$ cat config.mk
export PLATFORM = sky130hd
export DESIGN_NAME = logic_gates_tester
export DESIGN_NICKNAME = d
export VERILOG_FILES = /design/src/rtl/logic_gates_tester.sv
export SDC_FILE = /design/constraint.sdc
export NUM_CORES = 1
export LEC_CHECK = 0
export ABC_AREA = 1
export CAP_MARGIN = 20
export CORE_MARGIN = 2
export CORE_UTILIZATION = 65
export CTS_BUF_LIST = sky130_fd_sc_hd__clkbuf_8
export CTS_CLUSTER_DIAMETER = 50
export CTS_CLUSTER_SIZE = 10
export DETAILED_ROUTE_END_ITERATION = 6
export DONT_BUFFER_PORTS = 1
export MAX_ROUTING_LAYER = met4
export PLACE_DENSITY = 0.85
export SLEW_MARGIN = 20
export SYNTH_ARGS = -nofsm -noshare
export SYNTH_HDL_FRONTEND = slang
export SYNTH_SLANG_ARGS = --single-unit
$ cat constraint.sdc
create_clock -name iClk -period 2 [get_ports iClk]
set_clock_uncertainty 0.2 [all_clocks]
set_input_delay 0.5 -clock iClk [delete_from_list [all_inputs] [get_ports iClk]]
set_output_delay 0.5 -clock iClk [all_outputs]
set_load 0.005 [all_outputs]
$ cat src/rtl/logic_gates_tester.sv
// Stimulus-and-check engine for a 2-input AND/OR/NOT gate block.
// Define LOGIC_GATES_TESTER_FAILVEC_EN to add the per-vector failure map output oFailVec.
module logic_gates_tester #(
    parameter int unsigned SETTLE_CYCLES = 2,
    parameter int unsigned PASSES        = 1,
    parameter int unsigned ERR_W         = 4
) (
    input  logic             iClk,
    input  logic             iRst_n,
    input  logic             iStart,
    input  logic             iAnd,
    input  logic             iOr,
    input  logic             iNot,
    output logic             oA,
    output logic             oB,
    output logic             oBusy,
    output logic             oDone,
    output logic             oPass,
    output logic [ERR_W-1:0] oErrCnt
`ifdef LOGIC_GATES_TESTER_FAILVEC_EN
    ,
    output logic [3:0]       oFailVec
`endif
);

    typedef enum logic [1:0] {IDLE, SETTLE, CHECK, DONE} stateT;

    localparam logic [7:0] SETTLE_LAST = 8'(SETTLE_CYCLES - 1);
    localparam logic [3:0] PASS_LAST   = 4'(PASSES - 1);

    stateT            stateQ, stateD;
    logic [1:0]       vecQ, vecD;
    logic [3:0]       passQ, passD;
    logic [7:0]       settleQ, settleD;
    logic [ERR_W-1:0] errQ, errD;
    logic             busyQ, busyD;
    logic             doneQ, doneD;
    logic             verdictQ, verdictD;
    logic             mismatch;
`ifdef LOGIC_GATES_TESTER_FAILVEC_EN
    logic [3:0]       failVecQ, failVecD;
`endif

    // Expected responses come from the registered drives, so they match what the gate sees.
    assign mismatch = (iAnd != (oA & oB)) | (iOr != (oA | oB)) | (iNot != ~oA);

    always_comb begin
        stateD   = stateQ;
        vecD     = vecQ;
        passD    = passQ;
        settleD  = settleQ;
        errD     = errQ;
        busyD    = busyQ;
        doneD    = 1'b0;
        verdictD = verdictQ;
`ifdef LOGIC_GATES_TESTER_FAILVEC_EN
        failVecD = failVecQ;
`endif
        case (stateQ)
            IDLE: begin
                if (iStart) begin
                    stateD   = SETTLE;
                    vecD     = '0;
                    passD    = '0;
                    settleD  = '0;
                    errD     = '0;
                    busyD    = 1'b1;
                    verdictD = 1'b0;
`ifdef LOGIC_GATES_TESTER_FAILVEC_EN
                    failVecD = '0;
`endif
                end
            end
            SETTLE: begin
                if (settleQ == SETTLE_LAST) begin
                    settleD = '0;
                    stateD  = CHECK;
                end else begin
                    settleD = settleQ + 8'd1;
                end
            end
            CHECK: begin
                if (mismatch && (errQ != '1)) begin
                    errD = errQ + ERR_W'(1);
                end
`ifdef LOGIC_GATES_TESTER_FAILVEC_EN
                if (mismatch) begin
                    failVecD[vecQ] = 1'b1;
                end
`endif
                if ((vecQ == 2'd3) && (passQ == PASS_LAST)) begin
                    // Verdict uses the updated count so the final vector's error is included.
                    stateD   = DONE;
                    doneD    = 1'b1;
                    busyD    = 1'b0;
                    verdictD = (errD == '0);
                end else begin
                    vecD   = vecQ + 2'd1;
                    stateD = SETTLE;
                    if (vecQ == 2'd3) begin
                        passD = passQ + 4'd1;
                    end
                end
            end
            DONE: begin
                stateD = IDLE;
            end
            default: begin
                stateD = IDLE;
            end
        endcase
    end

    always_ff @(posedge iClk or negedge iRst_n) begin
        if (!iRst_n) begin
            stateQ <= IDLE;
        end else begin
            stateQ <= stateD;
        end
    end

    always_ff @(posedge iClk or negedge iRst_n) begin
        if (!iRst_n) begin
            vecQ     <= '0;
            passQ    <= '0;
            settleQ  <= '0;
            errQ     <= '0;
            busyQ    <= 1'b0;
            doneQ    <= 1'b0;
            verdictQ <= 1'b0;
`ifdef LOGIC_GATES_TESTER_FAILVEC_EN
            failVecQ <= '0;
`endif
        end else begin
            vecQ     <= vecD;
            passQ    <= passD;
            settleQ  <= settleD;
            errQ     <= errD;
            busyQ    <= busyD;
            doneQ    <= doneD;
            verdictQ <= verdictD;
`ifdef LOGIC_GATES_TESTER_FAILVEC_EN
            failVecQ <= failVecD;
`endif
        end
    end

    assign oA      = vecQ[1];
    assign oB      = vecQ[0];
    assign oBusy   = busyQ;
    assign oDone   = doneQ;
    assign oPass   = verdictQ;
    assign oErrCnt = errQ;
`ifdef LOGIC_GATES_TESTER_FAILVEC_EN
    assign oFailVec = failVecQ;
`endif

endmodule
==> Word level (Yosys, flattened, before mapping) <==
Cells that the tools add are included.
{ "word_totals": {"ff_bits": 23, "latch_bits": 0, "ram_bits": 0, "rom_bits": 0, "in_bits": 6, "output_inout_bits": 9, "wordCells": 69, "mem_count": 0} }
{ "classes": {"addsub": 4, "n_mul": 0, "div": 0, "magnitude_cmp": 0, "eq_ne": 14, "n_shift": 0, "mux": 25, "n_bitwise": 5, "reduce_logical": 13} }
{ "op_table": {"columns": ["cell", "count"], "rows": [
  ["$mux 4", 5],
  ["$mux 8", 2],
  ["$pmux 4 s2", 2],
  ["$pmux 8 s2", 1],
  ["$mux 2", 5],
  ["$ne 2x2->1 const B", 5],
  ["$add 4x1->4 const B", 2],
  ["$add 8x1->8 const B", 1],
  ["$eq 8x1->1 const B", 1],
  ["$logic_not 4->1", 2],
  ["$pmux 2 s4", 1],
  ["$eq 2x2->1 const B", 3],
  ["$mux 1", 6],
  ["$reduce_and 2->1", 3],
  ["$reduce_and 3->1", 2],
  ["$ne 4x4->1 const B", 1],
  ["$pmux 1 s2", 2],
  ["$pmux 2 s2", 1],
  ["$reduce_and 4->1", 1],
  ["$reduce_bool 2->1", 2],
  ["$ne 1x1->1", 3],
  ["$or 1x1->1", 3],
  ["$add 2x1->2 const B", 1],
  ["$eq 2x1->1 const B", 1],
  ["other kinds (4)", 5]
]} }

==> Longest topological paths before layout <==
{ "depth": {"depth_word": 10, "mapped_depth": 12, "mapped_depth_nobuf": 12} }

==> Worst setup path after synthesis <==
OpenSTA, ideal clock, no wires.
{ "synth_timing": {"path_type": "register -> register", "from": "reg vecQ[1]", "to": "reg verdictQ (netlist: oPass)", "setup_time_ps": 117, "t_arrival_ps": 1327, "required_ps": 1683, "slack_ps": 356, "stages_incl_launch_ff": 13, "n_path_buf": 0, "synth_period_minus_slack_ps": 1644, "path_cell_list": "dfrtp_1 > inv_1 > ha_1 > nand2_1 > inv_1 > nor2_1 > nand3_1 > nand2_1 > nand2_1 > nand2_1 > nor2_1 > nand3_1 > nand2_1"} }
{ "synth_via": {"elab_chain_cells": 10, "word_cells_on_any_way": 18, "cone_classes": "eq/ne: 5; mux: 4; bitwise: 5; reduce/logical: 4"} }
{ "synth_lines": {"columns": ["element", "line_no", "source"], "rows": [
  ["start, declared", "32", "logic [1:0] vecQ, vecD;"],
  ["start signal, assigned", "135", "vecQ <= vecD;"],
  ["$and 1x1->1 / $or 1x1->1 (equally long branches)", "45", "assign mismatch = (iAnd != (oA & oB)) | (iOr != (oA | oB)) | (iNot != ~oA);"],
  ["$ne 1x1->1", "45", null],
  ["$or 1x1->1 (2 in a row)", "45", null],
  ["$logic_and 1x1->1", "83", "if (mismatch && (errQ != '1)) begin"],
  ["$mux 4", "83", null],
  ["$mux 4", "59", "case (stateQ)"],
  ["$logic_not 4->1", "96", "verdictD = (errD == '0);"],
  ["$mux 1", "91", "if ((vecQ == 2'd3) && (passQ == PASS_LAST)) begin"],
  ["$pmux 1 s2", "59", null],
  ["end signal, assigned", "141", "verdictQ <= verdictD;"],
  ["end, declared", "38", "logic verdictQ, verdictD;"]
]} }
Several ways; a longest one is shown, not always the timed one. The select of a mux whose other input is x is not followed.
A chain may end at the register's enable or synchronous reset.

==> Worst setup path after layout <==
Same ends and word-level chain as after synthesis.

==> impl_metrics.json <==
{
  "power.density_nw_per_um2": 1180,
  "cts_tree": "built",
  "cap_violations": 0,
  "cp_max_fo": 5,
  "ys_types": 16,
  "synth-seq-area-share_pct": 45.0,
  "r2r-end": "oPass",
  "rsz0062_at_grt": "no",
  "hold_ws_ps": -1.59,
  "cp.required_ps": 1960,
  "num_io_pins": 15,
  "fin_cells": 188,
  "synthTopCellsByArea": "dfrtp_1 (45%), nand2_1 (8.8%), nand3_1 (8.2%)",
  "cts_root_buf": "clkbuf_8",
  "finalCritPeriodShare_pct": 87.9,
  "multi_input_area_um2": 612,
  "die_x_um": 48.4,
  "final_cell_mix": "nand2_1 (29), inv_1 (27), dfrtp_1 (23), nand3_1 (20), o21ai_0 (12)",
  "antenna_left": 0,
  "drive_gt1_share_pct": 9.94,
  "cp-end-kind": "register",
  "finalMaxSlewViolations": 0,
  "peakVddDrop_v": 0.000785,
  "row_count": 16,
  "violations": "negative hold slack",
  "area_delta_synth_final_pct": 7.44,
  "synth_warnings": 0,
  "arrival_ps": 1710,
  "synth_top_cell_area_share_pct": 45.0,
  "wire_per_inst_um": 13.0,
  "layout_min_cycle_time_ps": 1760,
  "clockBufferDepth": 2,
  "drt_iter0_markers": 23,
  "postRouteWirelength_mm": 2.44,
  "grt_usage_pct": 24.5,
  "die_y_um": 48.4,
  "dieArea_um2": 2340,
  "synth_nets": 169,
  "cts.sinks": 23,
  "detailroute.via_count": 1049,
  "antenna_found_initial": 0,
  "mostFrequentLayoutCell": "nand2_1",
  "grt_pass1_vias": 1069,
  "yosysTopAreaCell": "dfrtp_1",
  "finalSetupTns_ps": 0,
  "regArea_um2": 576,
  "hold_violations": 3,
  "place_hpwl_mm": 1.85,
  "firstDrtPassIters": 4,
  "core_um2": 1900,
  "path_cells": "inv_1, ha_1, nand2_1, inv_1, nor2_2, nand3_2, nand2_2, nand2_1, nand2_1, nor2_1, nand3_1, nand2_1",
  "grt-ovfl-total": 0,
  "grt_pass1_wl_mm": 4.43,
  "synth_area_um2": 1280,
  "finalSetupViolCount": 0,
  "dp_cells": 183,
  "r2r_cells": 12,
  "final_cell_area_um2": 1370,
  "gp_congestion": 1.06,
  "clkSlewWorstSetupHoldPaths_ps": 80,
  "max_slew_margin_pct": 63.9,
  "cpPeakStageDelay_ps": 400,
  "vias_per_cell": 5.58,
  "status": "finished with violations",
  "postCtsSetupBuffers": 0,
  "reg2reg_slack_ps": 240,
  "cp-start-kind": "register",
  "avgSynthCellArea_um2": 8.20,
  "portBuffers": 0,
  "critPathKind": "register to register",
  "holdCritPathClass": "input port to async pin",
  "htreeDepth": 1,
  "cpMaxStageDelayCell": "dfrtp_1",
  "clock_latency_ps": 260,
  "diodes": 0,
  "fillCellCount": 140,
  "grt_max_degree": 24,
  "tightestPinTransition_ps": 536,
  "cpMostUsedCell": "nand2_1",
  "drcViolationCount": 0,
  "nets": 175,
  "synth_cells": 156,
  "max_freq_ghz": 0.569,
  "leakage_nw": 0.703,
  "yosys_register_bits": 23,
  "start_util_pct": 67.2,
  "r2r-start": "vecQ[1]",
  "cts_inserted_buffers": 3,
  "placedInstanceArea_um2": 1310
}
[stage by stage]
step                      power (W)  setup WS, ps  util [%]  hold slack (ps)
after floorplan             0.00117           356         -             4.41
after global placement      0.00128           265      69.0             4.84
after detailed placement    0.00132           186      69.0             4.86
after CTS                   0.00161           173      72.0              209
after global routing        0.00176          32.0      72.2             43.2
final                       0.00162           242      72.2            -1.59
[metal layers]
metal / global-route usage, % / routed length, um
met1: 31.3 / 1090
met3: 3.40 / 99
met2: 39.4 / 1190
met4: 11.0 / 59
met5: - / 0
[Yosys cell counts]
master   count
a22o_1       2
xor2_1       7
o21ai_0     12
nand2_2      3
nand4_1      3
nand2_4      2
nor2_2       1
inv_1       27
nand2_1     30
a21oi_2      2
a21oi_1      1
nor2_1      10
nand3_1     21
o22ai_1      5
dfrtp_1     23
ha_1         7
[kinds of logic (layout without fill, tap and decap cells)]
| kind of cell | after synthesis | in the layout | synth area share (%) |
|---|---|---|---|
| buffers and inverters | 27 | 32 | 7.93 |
| XOR/XNOR | 7 | 7 | 4.79 |
| AND/OR/NAND/NOR | 70 | 70 | 25.1 |
| adder cells (fa/ha/maj) | 7 | 7 | 6.85 |
| AO/OA/AOI/OAI | 22 | 22 | 10.3 |
| flip-flops | 23 | 23 | 45.0 |
[flip-flops by register name (all words and copies together), names as in the netlist]
| signal | flops |
|---|---|
| passQ | 4 |
| oErrCnt | 4 |
| settleQ | 8 |
| vecQ | 2 |
| oDone | 1 |
| oPass | 1 |
| oBusy | 1 |
| stateQ | 2 |
[how the worst max path moves through the flow]
| stage | start | endpoint | slack [ps] | depth (start not counted) |
|---|---|---|---|---|
| 6_report | vecQ[1] | oPass | 240 | 12 |
| 5_1_grt | vecQ[1] | oPass | 30 | 12 |
| 4_1_cts | vecQ[1] | oPass | 170 | 11 |
| 3_5_place_dp | vecQ[1] | oPass | 190 | 11 |
| 3_3_place_gp | vecQ[1] | oPass | 260 | 11 |
| 2_1_floorplan | vecQ[1] | oPass | 360 | 12 |
[area by class of cell]
| class | instances | share of cell area, % |
|---|---|---|
| Clock inverter | 1 | 0.364 |
| Tap cell | 27 | 2.46 |
| Clock buffer | 3 | 3.01 |
| Inverter | 27 | 7.38 |
| Multi-Input combinational cell | 106 | 44.5 |
| Timing Repair Buffer | 1 | 0.364 |
| Sequential cell | 23 | 41.9 |
[worst max-delay path, delay by kind of cell, from the launching register on]
family	cells	cell delay, ps
DFF	1	400
buffers and inverters	2	130
and+or+nand+nor	9	720
adders and majority gates	1	210
[report_power, final]
group | internal [W] | switching (W) | total, W | leakage [nW]
sequential | 0.000572 | 0.000130 | 0.000701 | 0.306
combinational | 0.000215 | 0.000418 | 0.000633 | 0.371
clock | 0.000139 | 0.000143 | 0.000282 | 0.0255
[repair_timing]
action | CTS | global route
resized for setup | 0 | 3
hold buffers | 1 | 0
endpoints found under the hold margin | 23 | 0
endpoints found under the setup margin | 0 | 5
Power figures use the tool's default switching activity.
